File: src/rtl/keyin_pkg.sv
// rtl/keyin_pkg.sv - shared types and constants for the pixo_key_input PS/2 receiver
package keyin_pkg;

  // Register offsets on the CPU bus
  typedef enum logic [1:0] {
    REG_STATUS = 2'd0,
    REG_DATA   = 2'd1,
    REG_CTRL   = 2'd2,
    REG_RSVD   = 2'd3
  } reg_e;

  // STATUS register bit positions
  localparam int STAT_AVAIL = 0;
  localparam int STAT_OVF   = 1;
  localparam int STAT_PERR  = 2;
  localparam int STAT_FULL  = 3;

  // CTRL register bit positions
  localparam int CTRL_CLR   = 0;
  localparam int CTRL_FLUSH = 1;
  localparam int CTRL_IRQE  = 2;

  // PS/2 frame receiver states
  typedef enum logic [1:0] {
    FR_IDLE   = 2'd0,
    FR_DATA   = 2'd1,
    FR_PARITY = 2'd2,
    FR_STOP   = 2'd3
  } frame_state_e;

  // PS/2 uses odd parity over the 8 data bits plus the parity bit
  function automatic logic frame_parity_ok(input logic [7:0] data, input logic par);
    return ^{data, par};
  endfunction

endpackage

File: src/rtl/ps2_frame_rx.sv
// rtl/ps2_frame_rx.sv - PS/2 pin synchronisers, falling-edge sampler, frame FSM and timeout
module ps2_frame_rx
  import keyin_pkg::*;
#(
  parameter int TIMEOUT_CYC = 100000
) (
  input  logic       Clk,
  input  logic       ResetN,
  input  logic       Ps2Clk,
  input  logic       Ps2Data,
  output logic       ByteValid,
  output logic [7:0] ByteData,
  output logic       FrameErr
);

  localparam int TW = $clog2(TIMEOUT_CYC + 1);

  logic [1:0]   clk_sync_q;
  logic [1:0]   data_sync_q;
  logic         clk_prev_q;
  logic         fall;
  logic         bit_in;

  frame_state_e state_q, state_d;
  logic [7:0]   shift_q, shift_d;
  logic [2:0]   cnt_q, cnt_d;
  logic         par_q, par_d;
  logic [TW-1:0] tmo_q, tmo_d;
  logic         valid_q, valid_d;
  logic         err_q, err_d;
  logic [7:0]   byte_q, byte_d;

  // Two-flop synchronisers; lines idle high so they reset to 1 to avoid a false edge
  always_ff @(posedge Clk or negedge ResetN) begin
    if (!ResetN) begin
      clk_sync_q  <= 2'b11;
      data_sync_q <= 2'b11;
      clk_prev_q  <= 1'b1;
    end else begin
      clk_sync_q  <= {clk_sync_q[0], Ps2Clk};
      data_sync_q <= {data_sync_q[0], Ps2Data};
      clk_prev_q  <= clk_sync_q[1];
    end
  end

  assign fall   = clk_prev_q & ~clk_sync_q[1];
  assign bit_in = data_sync_q[1];

  // Frame state and datapath registers
  always_ff @(posedge Clk or negedge ResetN) begin
    if (!ResetN) begin
      state_q <= FR_IDLE;
      shift_q <= 8'h00;
      cnt_q   <= 3'd0;
      par_q   <= 1'b0;
      tmo_q   <= '0;
      valid_q <= 1'b0;
      err_q   <= 1'b0;
      byte_q  <= 8'h00;
    end else begin
      state_q <= state_d;
      shift_q <= shift_d;
      cnt_q   <= cnt_d;
      par_q   <= par_d;
      tmo_q   <= tmo_d;
      valid_q <= valid_d;
      err_q   <= err_d;
      byte_q  <= byte_d;
    end
  end

  // Next-state: shift bits on each falling edge, check parity/stop, abandon stalled frames
  always_comb begin
    state_d = state_q;
    shift_d = shift_q;
    cnt_d   = cnt_q;
    par_d   = par_q;
    valid_d = 1'b0;
    err_d   = 1'b0;
    byte_d  = byte_q;

    if (state_q == FR_IDLE || fall) tmo_d = '0;
    else                            tmo_d = tmo_q + 1'b1;

    case (state_q)
      FR_IDLE: begin
        if (fall && !bit_in) begin
          state_d = FR_DATA;
          cnt_d   = 3'd0;
        end
      end
      FR_DATA: begin
        if (fall) begin
          shift_d = {bit_in, shift_q[7:1]};
          cnt_d   = cnt_q + 3'd1;
          if (cnt_q == 3'd7) state_d = FR_PARITY;
        end
      end
      FR_PARITY: begin
        if (fall) begin
          par_d   = bit_in;
          state_d = FR_STOP;
        end
      end
      FR_STOP: begin
        if (fall) begin
          state_d = FR_IDLE;
          if (bit_in && frame_parity_ok(shift_q, par_q)) begin
            valid_d = 1'b1;
            byte_d  = shift_q;
          end else begin
            err_d = 1'b1;
          end
        end
      end
      default: state_d = FR_IDLE;
    endcase

    // A stalled partial frame is dropped silently; the error flag is left alone
    if (state_q != FR_IDLE && !fall && tmo_q == TW'(TIMEOUT_CYC - 1)) begin
      state_d = FR_IDLE;
      tmo_d   = '0;
    end
  end

  assign ByteValid = valid_q;
  assign ByteData  = byte_q;
  assign FrameErr  = err_q;

endmodule

File: src/rtl/pixo_key_input.sv
// rtl/pixo_key_input.sv - PS/2 keyboard peripheral: scan-code FIFO, STATUS/DATA/CTRL registers, optional IrqOut via KEYIN_IRQ_EN
module pixo_key_input
  import keyin_pkg::*;
#(
  parameter int FIFO_DEPTH  = 8,
  parameter int TIMEOUT_CYC = 100000
) (
  input  logic       Clk,
  input  logic       ResetN,
  input  logic       Sel,
  input  logic [1:0] AdrIn,
  input  logic       LdMem,
  input  logic       WrtMem,
  input  logic [7:0] DataIn,
  output logic [7:0] DataOut,
`ifdef KEYIN_IRQ_EN
  output logic       IrqOut,
`endif
  input  logic       Ps2Clk,
  input  logic       Ps2Data
);

  localparam int AW = (FIFO_DEPTH > 1) ? $clog2(FIFO_DEPTH) : 1;
  localparam int CW = $clog2(FIFO_DEPTH + 1);

  logic          byte_valid;
  logic [7:0]    byte_data;
  logic          frame_err;

  logic [7:0]    mem [FIFO_DEPTH];
  logic [AW-1:0] wptr_q, wptr_d;
  logic [AW-1:0] rptr_q, rptr_d;
  logic [CW-1:0] count_q, count_d;
  logic          ovf_q, ovf_d;
  logic          perr_q, perr_d;
  logic          irqe_q, irqe_d;
  logic [7:0]    dout_q, dout_d;
  logic [7:0]    rdata;

  reg_e          adr;
  logic          rd_req, ctrl_wr;
  logic          empty, full;
  logic          pop, push_ok, flush, clr, ovf_set;
  logic          unused_data;

  ps2_frame_rx #(
    .TIMEOUT_CYC(TIMEOUT_CYC)
  ) u_rx (
    .Clk      (Clk),
    .ResetN   (ResetN),
    .Ps2Clk   (Ps2Clk),
    .Ps2Data  (Ps2Data),
    .ByteValid(byte_valid),
    .ByteData (byte_data),
    .FrameErr (frame_err)
  );

  assign adr     = reg_e'(AdrIn);
  assign rd_req  = Sel & LdMem;
  assign ctrl_wr = Sel & WrtMem & (adr == REG_CTRL);
  assign empty   = (count_q == '0);
  assign full    = (count_q == CW'(FIFO_DEPTH));
  assign pop     = rd_req & (adr == REG_DATA) & ~empty;
  assign flush   = ctrl_wr & DataIn[CTRL_FLUSH];
  assign clr     = ctrl_wr & DataIn[CTRL_CLR];
  // A pop on the same edge frees the slot, so a full FIFO still accepts the byte
  assign push_ok = byte_valid & (~full | pop) & ~flush;
  assign ovf_set = byte_valid & full & ~pop & ~flush;
  assign unused_data = ^DataIn[7:3];

  // FIFO storage; contents need no reset because count gates every read
  always_ff @(posedge Clk) begin
    if (push_ok) mem[wptr_q] <= byte_data;
  end

  // Read mux for the currently addressed register
  always_comb begin
    rdata = 8'h00;
    case (adr)
      REG_STATUS: begin
        rdata[STAT_AVAIL] = ~empty;
        rdata[STAT_OVF]   = ovf_q;
        rdata[STAT_PERR]  = perr_q;
        rdata[STAT_FULL]  = full;
      end
      REG_DATA:   rdata = empty ? 8'h00 : mem[rptr_q];
      REG_CTRL:   rdata[CTRL_IRQE] = irqe_q;
      default:    rdata = 8'h00;
    endcase
  end

  // Next values for pointers, flags and the registered read port
  always_comb begin
    wptr_d  = wptr_q;
    rptr_d  = rptr_q;
    count_d = count_q;
    irqe_d  = irqe_q;
    dout_d  = rd_req ? rdata : dout_q;

    if (flush) begin
      wptr_d  = '0;
      rptr_d  = '0;
      count_d = '0;
    end else begin
      if (push_ok) wptr_d = wptr_q + AW'(1);
      if (pop)     rptr_d = rptr_q + AW'(1);
      count_d = count_q + CW'(push_ok) - CW'(pop);
    end

    if (ctrl_wr) irqe_d = DataIn[CTRL_IRQE];

    // A fresh error on the clearing cycle keeps the flag set
    ovf_d  = (ovf_q  & ~clr) | ovf_set;
    perr_d = (perr_q & ~clr) | frame_err;
  end

  // Register state
  always_ff @(posedge Clk or negedge ResetN) begin
    if (!ResetN) begin
      wptr_q  <= '0;
      rptr_q  <= '0;
      count_q <= '0;
      ovf_q   <= 1'b0;
      perr_q  <= 1'b0;
      irqe_q  <= 1'b0;
      dout_q  <= 8'h00;
    end else begin
      wptr_q  <= wptr_d;
      rptr_q  <= rptr_d;
      count_q <= count_d;
      ovf_q   <= ovf_d;
      perr_q  <= perr_d;
      irqe_q  <= irqe_d;
      dout_q  <= dout_d;
    end
  end

  assign DataOut = dout_q;

`ifdef KEYIN_IRQ_EN
  logic irq_q;

  // Interrupt follows the enabled status condition one cycle later
  always_ff @(posedge Clk or negedge ResetN) begin
    if (!ResetN) irq_q <= 1'b0;
    else         irq_q <= irqe_q & (~empty | ovf_q | perr_q);
  end

  assign IrqOut = irq_q;
`endif

endmodule

File: config.mk
export PLATFORM = sky130hd
export DESIGN_NAME = pixo_key_input
export DESIGN_NICKNAME = d
export VERILOG_FILES = /design/src/rtl/keyin_pkg.sv /design/src/rtl/ps2_frame_rx.sv /design/src/rtl/pixo_key_input.sv
export SDC_FILE = /design/constraint.sdc
export NUM_CORES = 1
export LEC_CHECK = 0
export BUFFER_PORTS_ARGS = -buffer_cell sky130_fd_sc_hd__buf_2
export CAP_MARGIN = 15
export CORE_MARGIN = 2
export CORE_UTILIZATION = 25
export DETAILED_ROUTE_END_ITERATION = 10
export SYNTH_ARGS = -nofsm -noshare
export SYNTH_HDL_FRONTEND = slang
export SYNTH_SLANG_ARGS = --single-unit
File: constraint.sdc
create_clock -name Clk -period 2.9 [get_ports Clk]
set_input_delay 0.58 -clock Clk [delete_from_list [all_inputs] [get_ports Clk]]
set_output_delay 0.58 -clock Clk [all_outputs]
set_load 0.005 [all_outputs]
# After elaboration in Yosys (flattened, before gate mapping)
# Memory sizes are Yosys's and may differ from the RTL's.
# Cells that the tools add are included.
[word_totals] reg_bits=67 ramBits=64 in_bits=17 out_inout_bits=8 elab_cells=114 n_memories=1
[classes] add_sub_neg=6 n_eq_ne=15 muxes=30 bitwise=24 reduce_logical=20
[memory_table] memory="mem" words=8 width=8 rd=1 rd_ports_with_merged_regs=0 write_ports=1 line="pixo_key_input.sv:30" source="logic [7:0] mem [FIFO_DEPTH];"
[op_table] cell="$mux 17" n=2
[op_table] cell="$mux 3" n=6
[op_table] cell="$add 17x1->17 const B" n=1
[op_table] cell="$eq 17x17->1 const B" n=1
[op_table] cell="$and 1x1->1" n=15
[op_table] cell="$mux 2" n=6
[op_table] cell="$ne 3x1->1 const B" n=4
[op_table] cell="$add 3x1->3 const B" n=3
[op_table] cell="$reduce_xor 9->1" n=1
[op_table] cell="$mux 1" n=8
[op_table] cell="$mux 4" n=2
[op_table] cell="$mux 8" n=1
[op_table] cell="$pmux 2 s4" n=1
[op_table] cell="$reduce_bool 2->1" n=4
[op_table] cell="$eq 2x2->1 const B" n=3
[op_table] cell="$not 1->1" n=6
[op_table] cell="$pmux 3 s2" n=1
[op_table] cell="$reduce_and 3->1" n=2
[op_table] cell="$reduce_and 5->1" n=1
[op_table] cell="$add 4x1->4" n=1
[op_table] cell="$eq 2x1->1 const B" n=2
[op_table] cell="$eq 4x4->1 const B" n=1
[op_table] cell="$logic_and 1x1->1" n=4
[op_table] cell="$logic_not 2->1" n=2
[op_table] cell="other kinds (13)" n=17

# Longest topological paths before layout
[depth] word_depth=9 mapped_depth=15

# By module
# Synthesis repeated with hierarchy kept, for this count alone.
[hier_totals] cells_unflattened=379 hier_area_um2=5590.4
[by_module_without_submodules] mod="pixo_key_input" instances=1 cells_per_inst=206 area_each_um2=3517.1
[by_module_without_submodules] mod="ps2_frame_rx" instances=1 cells_per_inst=173 area_each_um2=2073.2

# Worst setup path before layout
# OpenSTA, ideal clock, no wires.
[synth_timing] path_kind="input to register" from="input port AdrIn[1]" to="register count_q[2]" setup_ns=0.131 arrival_ns=2.685 t_required_ns=2.769 slack_ns=0.083 stages=13 n_path_buf=1 path_cell_list="nand2b_1 -> a21o_1 -> or2_1 -> buf_2 -> inv_6 -> o21ai_4 -> or2_2 -> ha_1 -> inv_1 -> ha_1 -> fa_1 -> xnor2_1 -> nor2_1"
[synth_via] elab_chain_len=9
[synth_rtl] element="from (decl)" line="pixo_key_input.sv:11" source="input logic [1:0] AdrIn,"
[synth_rtl] element="$eq 2x1->1" line="pixo_key_input.sv:63" source="assign pop = rd_req & (adr == REG_DATA) & ~empty;"
[synth_rtl] element="$and 1x1->1 (2 in a row)" line="pixo_key_input.sv:63"
[synth_rtl] element="$or 1x1->1" line="pixo_key_input.sv:67" source="assign push_ok = byte_valid & (~full | pop) & ~flush;"
[synth_rtl] element="$and 1x1->1 (2 in a row)" line="pixo_key_input.sv:67"
[synth_rtl] element="$add 4x1->4" line="pixo_key_input.sv:107" source="count_d = count_q + CW'(push_ok) - CW'(pop);"
[synth_rtl] element="$sub 4x1->4" line="pixo_key_input.sv:107"
[synth_rtl] element="$mux 4 *" line="pixo_key_input.sv:100" source="if (flush) begin"
[synth_rtl] element="net count_d[2]" line="pixo_key_input.sv:33" source="logic [CW-1:0] count_q, count_d;"
[synth_rtl] element="to (signal assigned)" line="pixo_key_input.sv:130" source="count_q <= count_d;"
[synth_rtl] element="to (decl)" line="pixo_key_input.sv:33"
# The timed path passes the listed nets; every way through them passes the cells marked *.
# A chain may end at the register's enable or synchronous reset.

# Final worst setup path
[layout_timing] from="register count_q[2]" to="register count_q[2]"
[layout_via] elab_chain_len=9
[layout_rtl] element="$logic_not 4->1" line="pixo_key_input.sv:61" source="assign empty = (count_q == '0);"
[layout_rtl] element="$not 1->1" line="pixo_key_input.sv:63"
[layout_rtl] element="$and 1x1->1" line="pixo_key_input.sv:63"
[layout_rtl] element="$or 1x1->1" line="pixo_key_input.sv:67"
[layout_rtl] element="$and 1x1->1 (2 in a row)" line="pixo_key_input.sv:67"
[layout_rtl] element="$add 4x1->4" line="pixo_key_input.sv:107"
[layout_rtl] element="$sub 4x1->4 *" line="pixo_key_input.sv:107"
[layout_rtl] element="$mux 4 *" line="pixo_key_input.sv:100"
[layout_rtl] element="net count_d[2]" line="pixo_key_input.sv:33"
# Marks and branches as above.

==> results.tsv <==
metric	value	unit
grt_overflow	0	
clock_skew	0.0133	ns
rows	54	
area_delta_synth_final	19.5	%
insertion_delay	0.41	ns
core	22000	µm²
max-vdd-ir-drop	0.000404	V
status	finished, final reports clean	
avgSynthCellArea	14.2	µm²
port-buffer-count	19	
period_share	93.0	%
drcViolationCount	0	
n_antenna_cell	0	
tightest_slew	0.751	ns
htree_levels	4	
synth_edf_count	64	
p_leak	2.77	nW
critical_path_required	3.20	ns
crit_type	register to register	
setup.worst_path.start_class	register	
nFillCells	2187	
synth_nets	431	
grtUsageMet1	11.7	%
critPathSlowestCell	fa_1	
rrSetupSlack	0.20	ns
antenna_found_initial	0	
path_common_cell	ha_1	
finalCriticalPeriod	2.70	ns
place_hpwl	7.00	mm
via_per_inst	4.44	
vias	3283	
cts_resized	0	
grt_use_met2	15.0	%
synth_cell_types	53	
reg2reg_depth	13	
initial_utilization	25.6	%
grt-busiest-layer	met2	
finalNonFillerCells	740	
finalWirelength	10.2	mm
crit_chain	inv_1 > ha_1 > a21o_1 > or2_1 > inv_6 > o21ai_4 > or2_2 > ha_1 > inv_1 > ha_1 > fa_1 > xnor2_1 > nor2_1	
clock-sinks	131	
cts_tree	done	
cp_data_arrival_time	3.00	ns
max_freq	371	MHz
ant_nets	0	
grt_pass1_vias	3352	
final_util	30.7	%
yosysWarnings	0	
path_clk_slew	0.07	ns
synth-seq-cells	131	
dieArea	23800	µm²
maxSlewViolCount	0	
finalNetCount	480	
drive_gt1_share	25.0	%
cts-root-buf	clkbuf_16	
placed_cells	708	
setup_viol	0	
ys.flop_type	edfxtp_1	
detail_route.wl_per_cell	13.8	µm
cp-startpoint	count_q[2]	
numCtsBuffers	17	
post-cts-setup-buffers	0	
async_reset_ff_share	51.1	%
gp_congestion	0.760	
rsz0062_at_grt	false	
grt_first_pass_wirelength	17.1	mm
maxCapViolCount	0	
hold_violations	0	
ios	25	
cp-end-kind	register	
drtPass1Iterations	4	
groute.layer.met3.usage	2.49	%
synth_seq_area_share	63.8	%
holdBufCountCts	0	
fp.dieW	154	µm
clock_path_buffers	2	
grt_max_degree	37	
worstHoldPathType	input port to asynchronous set/reset pin	
syn_inst	398	
powerDensity	855	nW/µm²
die_y	154	µm
timing.rr.start	count_q[2]	
synth_area	5650	µm²
drt_iter0_drc	158	
synth_top_area_share	34.0	%
cp_max_fo	3	
synth_area_leader_cell	edfxtp_1	
total_power	5.77	mW
crit_path_max_incr_delay	0.38	ns
slew_headroom	50.0	%
synth_area_leaders	edfxtp_1, dfrtp_1, mux4_2	
grt_use_total	9.11	%
## cell usage in the layout, fill, tap and decap left out, types with 4 or more instances in the layout
master      count
xor2_1         11
nor2_1         39
buf_2          19
nand2b_1        4
and3_1          5
dfstp_2         5
a21oi_1         9
nor2b_1         7
clkinvlp_4      4
mux2_2         18
nand2_1        29
a31oi_1         4
xnor2_1        13
buf_4          20
inv_6           5
o21ai_0        16
nand3_1         6
edfxtp_1       64
nand4_1         4
mux2i_1        11
clkbuf_16      17
dfrtp_1        62
ha_1           15
mux4_2         14
inv_1          12
## sequential cells by signal, indices dropped and copies added (netlist names), 2 cells and up
name / count
u_rx.clk_sync_q: 2
u_rx.shift_q: 8
wptr_q: 3
rptr_q: 3
u_rx.state_q: 2
u_rx.ByteData: 8
count_q: 4
u_rx.tmo_q: 17
DataOut: 8
mem: 64
u_rx.data_sync_q: 2
u_rx.cnt_q: 3
## worst paths after layout
check / end
setup reg to reg: count_q[2]
min in group Clk: u_rx.data_sync_q[0]
setup / recovery: count_q[2]
max in group asynchronous: u_rx.data_sync_q[1]
hold / removal: u_rx.tmo_q[6]
hold reg to reg: u_rx.clk_sync_q[1]
## metrics by stage
step                      hold slack [ns]  instance area (µm²)  setup TNS [ns]  setup slack (ns)
after detailed placement            0.347                 6220       -0.000148         -0.000148
final                               0.228                 6750               0             0.204
after global routing                0.248                 6750               0            0.0552
after global placement              0.347                 6220               0            0.0288
after floorplan                     0.284                 5650               0            0.0832
after CTS                           0.252                 6750               0             0.167
## synthesized netlist by cell type, types with 4 or more instances
cell	count
a21oi_1	9
mux2i_1	11
inv_1	12
a31oi_1	4
and3_1	5
nand4_1	4
mux4_2	14
dfstp_2	5
xnor2_1	13
dfrtp_1	62
xor2_1	11
mux2_2	18
nor2_1	39
o21ai_0	16
nand3_1	6
nor2b_1	7
edfxtp_1	64
nand2b_1	4
buf_2	8
nand2_1	29
ha_1	15
## cell type report
cell class	count	area, µm²	share of cell area (%)
clock buffer	19	433	6.41
clock inverter	13	103	1.52
inverter	14	57.6	0.852
multi-input combinational	243	1940	28.7
sequential	131	3600	53.4
tap	280	350	5.19
timing repair buffer	40	265	3.93
## logic make-up (layout without fill, tap and decap cells)
logic type / Yosys count / count (layout) / share of synthesized area (%)
flip-flops: 131 / 131 / 63.8
AND/OR/NAND/NOR: 114 / 114 / 10.2
AO/OA/AOI/OAI: 44 / 44 / 4.94
multiplexers: 43 / 43 / 11.1
XOR/XNOR: 26 / 26 / 4.41
buffers and inverters: 24 / 86 / 1.86
adder cells (fa/ha/maj): 16 / 16 / 3.68
## critical path, delay by kind of cell, from the launching register on
kind / cells / cell delay (ns)
xor+xnor: 1 / 0.16
compound gates: 2 / 0.22
simple gates: 3 / 0.60
buf+inv: 3 / 0.19
fa+ha+maj: 4 / 1.07
flops: 1 / 0.33
## where the power goes
part	internal, mW	switching [mW]
registers	2.20	0.252
logic	0.714	0.688
clock network	1.11	0.816
## per-layer routing
layer / part of all wire, % / vias to the layer above
li1: - / 1552
met1: 46 / 1675
met2: 50 / 48
met3: 3.2 / 8
met4: 0.79 / 0
met5: 0 / -
(Power assumes the default switching activity.)
